==> config.mk <==
export PLATFORM = sky130hd
export DESIGN_NAME = serial_adder
export DESIGN_NICKNAME = d
export VERILOG_FILES = /design/src/rtl/serial_adder.sv
export SDC_FILE = /design/constraint.sdc
export NUM_CORES = 1
export LEC_CHECK = 0
export ABC_AREA = 1
export CAP_MARGIN = 10
export CORE_AREA = 2 2 71 99
export CTS_CLUSTER_SIZE = 40
export DETAILED_ROUTE_END_ITERATION = 10
export DIE_AREA = 0 0 73 101
export GPL_ROUTABILITY_DRIVEN = 0
export RECOVER_POWER = 50
export SYNTH_ARGS = -nofsm -noshare
export SYNTH_HDL_FRONTEND = slang
export SYNTH_SLANG_ARGS = --single-unit
==> constraint.sdc <==
create_clock -name clk -period 3.4 [get_ports clk]
set_clock_uncertainty 0.15 [all_clocks]
set_input_delay 0.34 -clock clk [delete_from_list [all_inputs] [get_ports clk]]
set_output_delay 0.34 -clock clk [all_outputs]
set_load 0.01 [all_outputs]
==> src/rtl/serial_adder.sv <==
// serial_adder -- bit-serial ripple adder.
//
// Captures two WIDTH-bit operands and a carry-in on an accepted start, then
// adds one bit per clock (LSB first) through a single full-adder cell with a
// registered carry. After WIDTH add cycles the WIDTH-bit sum and the carry-out
// are registered and a one-cycle done pulse is raised. {cout,sum} equals
// a + b + cin.
//
// Parameters:
//   WIDTH   operand/sum width in bits, 2..32 (default 8)
//
// Ports:
//   clk    in   1      clock, all state updates on posedge
//   rst    in   1      synchronous active-high reset
//   start  in   1      request, sampled only in IDLE or DONE
//   a      in   WIDTH  operand A, captured on the accepted start
//   b      in   WIDTH  operand B, captured on the accepted start
//   cin    in   1      carry-in, captured on the accepted start
//   busy   out  1      high while adding (RUN)
//   done   out  1      one-cycle pulse, result valid
//   sum    out  WIDTH  registered result, held until next completion
//   cout   out  1      registered carry-out, held until next completion
//   ovf    out  1      signed overflow, registered with sum
//                      (present only when SERIAL_ADDER_OVF_EN is defined)
//
// Build option:
//   SERIAL_ADDER_OVF_EN  adds the ovf output and its register.

module serial_adder #(
    parameter int unsigned WIDTH = 8
) (
    input  logic             clk,
    input  logic             rst,
    input  logic             start,
    input  logic [WIDTH-1:0] a,
    input  logic [WIDTH-1:0] b,
    input  logic             cin,
    output logic             busy,
    output logic             done,
    output logic [WIDTH-1:0] sum,
    output logic             cout
`ifdef SERIAL_ADDER_OVF_EN
    ,
    output logic             ovf
`endif
);

    localparam int unsigned CNT_W = $clog2(WIDTH);
    localparam logic [CNT_W-1:0] LAST_BIT = CNT_W'(WIDTH - 1);

    typedef enum logic [1:0] {
        IDLE = 2'd0,
        RUN  = 2'd1,
        DONE = 2'd2
    } state_t;

    state_t             state_q;
    logic [WIDTH-1:0]   a_sh_q;
    logic [WIDTH-1:0]   b_sh_q;
    logic               carry_q;
    logic [CNT_W-1:0]   cnt_q;
    // Partial sum keeps only the upper WIDTH-1 bits: the bit that would sit
    // in position 0 is always shifted out before use, so the final sum is
    // taken from acc_d (new bit prepended) on the completion edge instead.
    logic [WIDTH-2:0]   acc_q;
    logic               busy_q;
    logic               done_q;
    logic [WIDTH-1:0]   sum_q;
    logic               cout_q;
`ifdef SERIAL_ADDER_OVF_EN
    logic               ovf_q;
`endif

    logic               bit_s;
    logic               carry_d;
    logic [WIDTH-1:0]   acc_d;

    // Single full-adder cell on the current LSBs.
    always_comb begin
        bit_s   = a_sh_q[0] ^ b_sh_q[0] ^ carry_q;
        carry_d = (a_sh_q[0] & b_sh_q[0]) |
                  (a_sh_q[0] & carry_q)   |
                  (b_sh_q[0] & carry_q);
        acc_d   = {bit_s, acc_q};
    end

    always_ff @(posedge clk) begin
        if (rst) begin
            state_q <= IDLE;
            a_sh_q  <= '0;
            b_sh_q  <= '0;
            carry_q <= 1'b0;
            cnt_q   <= '0;
            acc_q   <= '0;
            busy_q  <= 1'b0;
            done_q  <= 1'b0;
            sum_q   <= '0;
            cout_q  <= 1'b0;
`ifdef SERIAL_ADDER_OVF_EN
            ovf_q   <= 1'b0;
`endif
        end else begin
            case (state_q)
                IDLE, DONE: begin
                    done_q <= 1'b0;
                    if (start) begin
                        a_sh_q  <= a;
                        b_sh_q  <= b;
                        carry_q <= cin;
                        cnt_q   <= '0;
                        acc_q   <= '0;
                        busy_q  <= 1'b1;
                        state_q <= RUN;
                    end else begin
                        state_q <= IDLE;
                    end
                end
                RUN: begin
                    carry_q <= carry_d;
                    acc_q   <= acc_d[WIDTH-1:1];
                    a_sh_q  <= a_sh_q >> 1;
                    b_sh_q  <= b_sh_q >> 1;
                    cnt_q   <= cnt_q + 1'b1;
                    if (cnt_q == LAST_BIT) begin
                        sum_q   <= acc_d;
                        cout_q  <= carry_d;
`ifdef SERIAL_ADDER_OVF_EN
                        // carry_q here is the carry into the MSB position.
                        ovf_q   <= carry_q ^ carry_d;
`endif
                        busy_q  <= 1'b0;
                        done_q  <= 1'b1;
                        state_q <= DONE;
                    end
                end
                default: begin
                    busy_q  <= 1'b0;
                    done_q  <= 1'b0;
                    state_q <= IDLE;
                end
            endcase
        end
    end

    assign busy = busy_q;
    assign done = done_q;
    assign sum  = sum_q;
    assign cout = cout_q;
`ifdef SERIAL_ADDER_OVF_EN
    assign ovf  = ovf_q;
`endif

endmodule

==> results of run 1 <==
per-layer routing:
layer  up-vias  track usage
li1        837            -
met1       721        0.143
met2        27        0.206
met3         6       0.0300
met4         0       0.0413
met5         -            0
worst max path at each step:
stage,slack [ns],end,cells after the start,startpoint
5_1_grt,0.83,a_sh_q[4],5,state_q[0]
2_1_floorplan,2.01,cout,5,cnt_q[0]
4_1_cts,1.30,acc_q[5],4,rst
6_report,1.08,a_sh_q[4],5,state_q[0]
3_3_place_gp,1.06,cnt_q[0],4,rst
3_5_place_dp,0.99,acc_q[5],4,rst
placed cells by master (no fill, tap or decap):
master                            count
sky130_fd_sc_hd__clkbuf_8             5
sky130_fd_sc_hd__inv_4                1
sky130_fd_sc_hd__dfxtp_1             40
sky130_fd_sc_hd__fa_1                 1
sky130_fd_sc_hd__ha_1                 2
sky130_fd_sc_hd__inv_2                1
sky130_fd_sc_hd__inv_1               30
sky130_fd_sc_hd__clkdlybuf4s50_1     19
sky130_fd_sc_hd__o21ai_2              4
sky130_fd_sc_hd__nor2_1              21
sky130_fd_sc_hd__bufinv_16            1
sky130_fd_sc_hd__clkinv_2             1
sky130_fd_sc_hd__a21oi_2              1
sky130_fd_sc_hd__o22ai_1              5
sky130_fd_sc_hd__nand3b_1             3
sky130_fd_sc_hd__nor3_1              13
sky130_fd_sc_hd__nand2_4              2
sky130_fd_sc_hd__dlygate4sd3_1       11
sky130_fd_sc_hd__nor2_8               1
sky130_fd_sc_hd__clkinvlp_4           1
sky130_fd_sc_hd__o21ai_0              2
sky130_fd_sc_hd__clkinv_1             3
sky130_fd_sc_hd__a21oi_1             13
sky130_fd_sc_hd__nand3_1             39
sky130_fd_sc_hd__nand2_1             53
worst max-delay path, delay by kind of cell, from the launching register on:
family | cells | cell delay (ns)
DFF | 1 | 0.75
buffers and inverters | 1 | 0.10
and+or+nand+nor | 4 | 1.21
registers in the layout, indices dropped and copies added, names as in the netlist:
name     count
a_sh_q       8
b_sh_q       8
sum          8
acc_q        7
cnt_q        3
state_q      2
busy         1
carry_q      1
cout         1
done         1
cell type report:
type	instances	area, um^2	area share
Clock buffer	5	68.8	0.0308
Clock inverter	3	42.5	0.0190
Inverter	35	134	0.0598
Multi-Input combinational cell	160	798	0.357
Sequential cell	40	801	0.358
Tap cell	74	92.6	0.0414
Timing Repair Buffer	30	300	0.134
through the flow:
stage                     instance area, um^2  cells  worst slack [ns]
after CTS                                2250    347              1.30
after detailed placement                 2140    339             0.991
after global placement                   2140    339              1.06
after global routing                     2240    347             0.829
final                                    2240    347              1.08
after floorplan                          1890    251              2.01
power groups by stage:
stage / clock network (W) / registers, W / logic, W
global route: 0.000420 / 0.000515 / 0.000172
floorplan: 0 / 0.000514 / 0.000129
global placement: 0 / 0.000521 / 0.000150
finish: 0.000387 / 0.000510 / 0.000149
detailed placement: 0 / 0.000522 / 0.000153
CTS: 0.000399 / 0.000511 / 0.000153
kinds of logic (layout without fill, tap and decap cells):
family / count (synthesis) / in the layout / share of synthesized area
simple gates: 132 / 132 / 0.324
buf+inv: 51 / 73 / 0.149
fa+ha+maj: 3 / 3 / 0.0238
compound gates: 25 / 25 / 0.0794
flops: 40 / 40 / 0.423
==> impl_metrics.prom, run 1 <==
# TYPE chip_impl_metric gauge
chip_impl_metric{name="max-cap-violations",unit=""} 0
chip_impl_metric{name="flop_to_flop_setup_slack",unit="ns"} 1.08
chip_impl_metric{name="power.share.clock",unit=""} 0.370
chip_impl_metric{name="routed_length_on_met3",unit="um"} 146
chip_impl_info{name="synth_area_leader_cell",value="sky130_fd_sc_hd__dfxtp_1"} 1
chip_impl_metric{name="std_cell_rows",unit=""} 35
chip_impl_info{name="hold_path_end",value="sum[2]"} 1
chip_impl_metric{name="number_of_clock_buffers_inserted_by_tritoncts",unit=""} 5
chip_impl_metric{name="ys_types",unit=""} 24
chip_impl_info{name="synth_most_common_cell",value="sky130_fd_sc_hd__nand2_1"} 1
chip_impl_metric{name="die-height",unit="um"} 101
chip_impl_info{name="primary_ff_master_synth",value="sky130_fd_sc_hd__dfxtp_1"} 1
chip_impl_metric{name="final_hold_viol_count",unit=""} 0
chip_impl_info{name="post_synth_main_area_contributors",value="sky130_fd_sc_hd__dfxtp_1, sky130_fd_sc_hd__nand3_1, sky130_fd_sc_hd__nand2_1"} 1
chip_impl_metric{name="filler_cell_count",unit=""} 704
chip_impl_metric{name="place.detailed.hpwl",unit="mm"} 2.65
chip_impl_metric{name="antenna_violating_nets_post_route",unit=""} 0
chip_impl_metric{name="critical_path_peak_fanout",unit=""} 28
chip_impl_metric{name="critPathArrivalTime",unit="ns"} 2.36
chip_impl_metric{name="timing.reg2reg.worst_path_depth",unit=""} 5
chip_impl_metric{name="total_leakage_power",unit="nW"} 0.966
chip_impl_metric{name="grt_antenna_before_repair",unit=""} 0
chip_impl_info{name="crit_path_top_delay_cell",value="sky130_fd_sc_hd__dfxtp_1"} 1
chip_impl_metric{name="clkTransAtPathRegs",unit="ns"} 0.09
chip_impl_metric{name="switching_power",unit="W"} 0.000272
chip_impl_info{name="ys_top_cells_by_count",value="sky130_fd_sc_hd__nand2_1, sky130_fd_sc_hd__dfxtp_1, sky130_fd_sc_hd__nand3_1"} 1
chip_impl_info{name="endpoint_of_the_lowest_slack_register_to_register_path",value="a_sh_q[4]"} 1
chip_impl_metric{name="min_period_over_period",unit=""} 0.683
chip_impl_metric{name="cpPeakStageDelay",unit="ns"} 0.75
chip_impl_metric{name="n_antenna_cell",unit=""} 0
chip_impl_metric{name="die-width",unit="um"} 73
chip_impl_metric{name="area_growth_syn_to_layout",unit="%"} 18.3
chip_impl_info{name="timing_worst_setup_path_type",value="reg2reg"} 1
chip_impl_info{name="grt_setup_unrepaired",value="no"} 1
chip_impl_metric{name="power_density",unit="nW/um^2"} 468
chip_impl_metric{name="post_drt_via_cell_ratio",unit=""} 4.59
chip_impl_metric{name="synthCells",unit=""} 251
chip_impl_metric{name="fin_crit",unit="ns"} 2.32
chip_impl_info{name="cts_tree",value="yes"} 1
chip_impl_metric{name="drt_first_pass_iters",unit=""} 4
chip_impl_info{name="critPathMostFrequentCell",value="sky130_fd_sc_hd__nor2_1"} 1
chip_impl_metric{name="max_freq",unit="GHz"} 0.430
chip_impl_metric{name="portBuffers",unit=""} 30
chip_impl_metric{name="grt_pass1_vias",unit=""} 1537
chip_impl_metric{name="drc",unit=""} 0
chip_impl_metric{name="design.die.area",unit="um^2"} 7370
chip_impl_metric{name="ys_seq_area_frac",unit=""} 0.423
chip_impl_info{name="timing.hold.worst.start",value="sum[2]"} 1
chip_impl_metric{name="worstHoldPathCells",unit=""} 2
chip_impl_metric{name="p_seq_frac",unit=""} 0.488
chip_impl_metric{name="max-vdd-ir-drop",unit="uV"} 222
chip_impl_metric{name="core_region_area",unit="um^2"} 6530
chip_impl_info{name="timing.hold.worst.class",value="reg2reg"} 1
chip_impl_metric{name="drt-wirelength-per-cell",unit="um"} 11.4
chip_impl_metric{name="synth_area",unit="um^2"} 1890
chip_impl_metric{name="report.final.slew_viol_count",unit=""} 0
chip_impl_metric{name="insertion_delay",unit="ns"} 0.29
chip_impl_metric{name="fin_util",unit=""} 0.343
chip_impl_info{name="endpoint_kind",value="flop"} 1
chip_impl_metric{name="tightestPinTransition",unit="ns"} 0.963
chip_impl_metric{name="io_pins",unit=""} 31
chip_impl_metric{name="swShare",unit=""} 0.260
chip_impl_metric{name="total_power",unit="W"} 0.00105
chip_impl_metric{name="globalRoute.totalOverflow",unit=""} 0
chip_impl_metric{name="yosys.area.top_type_share",unit=""} 0.423
chip_impl_metric{name="initialDrtViolationCount",unit=""} 108
chip_impl_info{name="crit_chain",value="inv_4 > nand2_1 > nand2_4 > nor2_1 > nor2_1"} 1
chip_impl_metric{name="clock_sinks",unit=""} 40
chip_impl_metric{name="finalSetupViolations",unit=""} 0
chip_impl_info{name="setup.worst_path.start_class",value="flop"} 1
chip_impl_metric{name="worst_slew_margin_rel",unit=""} 0.356
chip_impl_metric{name="cell_internal_pwr",unit="W"} 0.000774
chip_impl_info{name="highest-signal-layer",value="met4"} 1
chip_impl_info{name="r2r_start",value="state_q[0]"} 1
chip_impl_info{name="cts.root.buffer_cell",value="sky130_fd_sc_hd__clkbuf_8"} 1
chip_impl_metric{name="mean_syn_cell_area",unit="um^2"} 7.54
chip_impl_metric{name="detailroute.via_count",unit=""} 1591
chip_impl_metric{name="synth_edf_count",unit=""} 0
chip_impl_metric{name="layout-drive-gt1-share",unit=""} 0.0659
chip_impl_metric{name="synth.ff_latch_count",unit=""} 40
chip_impl_metric{name="pwr-share-comb",unit=""} 0.143
chip_impl_metric{name="synthArstFlopShare",unit=""} 0
chip_impl_metric{name="initial_utilization",unit=""} 0.290
chip_impl_metric{name="pin_count_of_the_biggest_net_entering_global_routing",unit=""} 32
chip_impl_metric{name="clock_tree.htree_level_count",unit=""} 2
chip_impl_metric{name="ctsHoldBuffers",unit=""} 0
chip_impl_metric{name="worst_hold_margin",unit="ns"} 0.311
chip_impl_metric{name="grt_first_pass_wirelength",unit="mm"} 7.00
chip_impl_metric{name="required",unit="ns"} 3.43
chip_impl_metric{name="fin_setup_tns",unit="ns"} 0
chip_impl_metric{name="cts_resized",unit=""} 0
chip_impl_metric{name="cts.path.max_buffers",unit=""} 2
chip_impl_metric{name="grt_util_all_layers",unit=""} 0.120
chip_impl_metric{name="m1WireLength",unit="mm"} 1.77
chip_impl_info{name="outcome",value="complete, no violations"} 1
chip_impl_metric{name="layout.nets",unit=""} 295
chip_impl_metric{name="syn_warnings",unit=""} 0
chip_impl_metric{name="synth_fp_nets",unit=""} 274
chip_impl_metric{name="wl_met2",unit="mm"} 1.97
chip_impl_metric{name="cts.repair_timing.setup_buffer_count",unit=""} 0
chip_impl_metric{name="routed_wl",unit="mm"} 3.95
No activity file was read; power rests on OpenSTA's default activity.
==> run 2: changes to the inputs <==
- clock period: 3.4 -> 2.4 ns (I/O delays scaled with it)
==> impl_metrics.prom, run 2 (synthesis gave the netlist of run 1 again) <==
# TYPE chip_impl_metric gauge
chip_impl_info{name="outcome",value="complete, no violations"} 1
chip_impl_metric{name="cts.path.max_buffers",unit=""} 2
chip_impl_info{name="final_common_cell",value="sky130_fd_sc_hd__nand2_1"} 1
chip_impl_metric{name="grt_pass1_vias",unit=""} 1555
chip_impl_metric{name="grt_util_all_layers",unit=""} 0.117
chip_impl_metric{name="worst_hold_margin",unit="ns"} 0.310
chip_impl_metric{name="initial_utilization",unit=""} 0.290
chip_impl_info{name="r2r_start",value="state_q[1]"} 1
chip_impl_metric{name="io_pins",unit=""} 31
chip_impl_metric{name="worstHoldPathCells",unit=""} 1
chip_impl_info{name="timing_worst_setup_path_type",value="reg2reg"} 1
chip_impl_metric{name="power_density",unit="nW/um^2"} 622
chip_impl_metric{name="cpPeakStageDelay",unit="ns"} 0.37
chip_impl_metric{name="power.share.clock",unit=""} 0.326
chip_impl_metric{name="area_growth_syn_to_layout",unit="%"} 18.2
chip_impl_metric{name="post_drt_via_cell_ratio",unit=""} 4.49
chip_impl_metric{name="detailroute.via_count",unit=""} 1572
chip_impl_metric{name="routed_wl",unit="mm"} 3.94
chip_impl_metric{name="area.sequential",unit="um^2"} 801
chip_impl_metric{name="critPathArrivalTime",unit="ns"} 1.67
chip_impl_metric{name="fin_crit",unit="ns"} 1.60
chip_impl_info{name="cts_tree",value="yes"} 1
chip_impl_metric{name="initialDrtViolationCount",unit=""} 104
chip_impl_metric{name="switching_power",unit="W"} 0.000391
chip_impl_metric{name="max-cap-violations",unit=""} 0
chip_impl_metric{name="finalSetupViolations",unit=""} 0
chip_impl_metric{name="portBuffers",unit=""} 30
chip_impl_metric{name="ctsHoldBuffers",unit=""} 0
chip_impl_metric{name="die-height",unit="um"} 101
chip_impl_metric{name="cell_internal_pwr",unit="W"} 0.000999
chip_impl_metric{name="tightestPinTransition",unit="ns"} 0.462
chip_impl_metric{name="globalRoute.totalOverflow",unit=""} 0
chip_impl_metric{name="footprint_of_the_multi_input_gates",unit="um^2"} 793
chip_impl_metric{name="swShare",unit=""} 0.281
chip_impl_metric{name="worst_slew_margin_rel",unit=""} 0.692
chip_impl_info{name="setup.worst_path.start_class",value="flop"} 1
chip_impl_metric{name="final_hold_viol_count",unit=""} 0
chip_impl_metric{name="clock_sinks",unit=""} 40
chip_impl_info{name="crit_path_top_delay_cell",value="sky130_fd_sc_hd__dfxtp_1"} 1
chip_impl_metric{name="drt_first_pass_iters",unit=""} 4
chip_impl_metric{name="std_cell_rows",unit=""} 35
chip_impl_metric{name="clkTransAtPathRegs",unit="ns"} 0.09
chip_impl_info{name="endpoint_kind",value="flop"} 1
chip_impl_metric{name="layout-drive-gt1-share",unit=""} 0.0652
chip_impl_metric{name="required",unit="ns"} 2.47
chip_impl_metric{name="critical_path_peak_fanout",unit=""} 21
chip_impl_info{name="timing.hold.worst.start",value="cnt_q[0]"} 1
chip_impl_metric{name="cts.repair_timing.setup_buffer_count",unit=""} 0
chip_impl_metric{name="n_antenna_cell",unit=""} 0
chip_impl_metric{name="p_seq_frac",unit=""} 0.515
chip_impl_metric{name="filler_cell_count",unit=""} 703
chip_impl_metric{name="min_period_over_period",unit=""} 0.665
chip_impl_metric{name="fin_setup_tns",unit="ns"} 0
chip_impl_metric{name="number_of_clock_buffers_inserted_by_tritoncts",unit=""} 5
chip_impl_metric{name="drt-wirelength-per-cell",unit="um"} 11.3
chip_impl_info{name="hold_path_end",value="cnt_q[0]"} 1
chip_impl_metric{name="final-instance-count-excl-fill",unit=""} 350
chip_impl_metric{name="total_leakage_power",unit="nW"} 0.927
chip_impl_metric{name="dpl_worst_slack",unit="ns"} 0.751
chip_impl_info{name="layout_common_cells",value="sky130_fd_sc_hd__nand2_1, sky130_fd_sc_hd__dfxtp_1, sky130_fd_sc_hd__nand3_1, sky130_fd_sc_hd__inv_1, sky130_fd_sc_hd__clkdlybuf4s50_1"} 1
chip_impl_metric{name="dpl_cell_area",unit="um^2"} 2160
chip_impl_metric{name="drc",unit=""} 0
chip_impl_metric{name="design.die.area",unit="um^2"} 7370
chip_impl_metric{name="final_cell_area",unit="um^2"} 2240
chip_impl_metric{name="place.detailed.instances",unit=""} 342
chip_impl_metric{name="report.final.slew_viol_count",unit=""} 0
chip_impl_info{name="crit_chain",value="inv_1 > nand2_4 > nand2_4 > nor2_1 > nor2_1"} 1
chip_impl_metric{name="antenna_violating_nets_post_route",unit=""} 0
chip_impl_info{name="cts.root.buffer_cell",value="sky130_fd_sc_hd__clkbuf_8"} 1
chip_impl_metric{name="postLayoutSetupSlackWorst",unit="ns"} 0.803
chip_impl_metric{name="timing.reg2reg.worst_path_depth",unit=""} 5
chip_impl_metric{name="cts_resized",unit=""} 0
chip_impl_metric{name="core_region_area",unit="um^2"} 6530
chip_impl_metric{name="pin_count_of_the_biggest_net_entering_global_routing",unit=""} 32
chip_impl_metric{name="grt_first_pass_wirelength",unit="mm"} 6.87
chip_impl_metric{name="place.detailed.hpwl",unit="mm"} 2.65
chip_impl_metric{name="insertion_delay",unit="ns"} 0.28
chip_impl_metric{name="clock_tree.htree_level_count",unit=""} 2
chip_impl_metric{name="pwr-share-comb",unit=""} 0.159
chip_impl_metric{name="max-vdd-ir-drop",unit="uV"} 252
chip_impl_metric{name="layout.nets",unit=""} 298
chip_impl_metric{name="max_freq",unit="GHz"} 0.626
chip_impl_metric{name="die-width",unit="um"} 73
chip_impl_info{name="grt_setup_unrepaired",value="no"} 1
chip_impl_info{name="endpoint_of_the_lowest_slack_register_to_register_path",value="a_sh_q[3]"} 1
chip_impl_metric{name="flop_to_flop_setup_slack",unit="ns"} 0.80
chip_impl_metric{name="grt_antenna_before_repair",unit=""} 0
chip_impl_info{name="timing.hold.worst.class",value="reg2reg"} 1
-- run 2: stage by stage --
step / utilization / power [W]
2_1_floorplan: - / 0.000911
3_3_place_gp: 0.331 / 0.000956
3_5_place_dp: 0.331 / 0.000959
4_1_cts: 0.345 / 0.00141
5_1_grt: 0.343 / 0.00147
6_report: 0.343 / 0.00139
-- run 2: layout make-up --
cell class	instances	share of cell area
well taps	74	0.0414
repair buffers	33	0.144
clock buffers	5	0.0308
flip-flops and latches	40	0.358
clock inverters	3	0.0106
inverters	35	0.0599
multi-input cells	160	0.355
-- run 2: worst max path at each step --
stage,startpoint,end,slack [ns]
global route,state_q[1],a_sh_q[3],0.64
global placement,start,a_sh_q[4],0.78
finish,state_q[1],a_sh_q[3],0.80
detailed placement,start,a_sh_q[3],0.75
floorplan,cnt_q[0],cout,1.01
CTS,cnt_q[0],cout,0.79
-- run 2: power groups by stage --
stage / combinational, W / sequential (W) / clock, W
after global routing: 0.000254 / 0.000720 / 0.000496
final: 0.000221 / 0.000716 / 0.000453
after floorplan: 0.000183 / 0.000728 / 0
after CTS: 0.000229 / 0.000717 / 0.000468
after detailed placement: 0.000228 / 0.000732 / 0
after global placement: 0.000224 / 0.000731 / 0
-- run 2: per-layer routing --
| layer | track usage | wire length (um) | up-vias |
|---|---|---|---|
| met5 | 0 | 0 | - |
| met4 | 0.0456 | 70 | 0 |
| met3 | 0.0250 | 117 | 4 |
| met2 | 0.197 | 1890 | 21 |
| met1 | 0.142 | 1860 | 705 |
| li1 | - | - | 842 |
-- run 2: worst max-delay path, delay by kind of cell (launching register included) --
kind | cells | cell delay, ns
AND/OR/NAND/NOR | 4 | 0.65
buffers and inverters | 1 | 0.37
flip-flops | 1 | 0.37
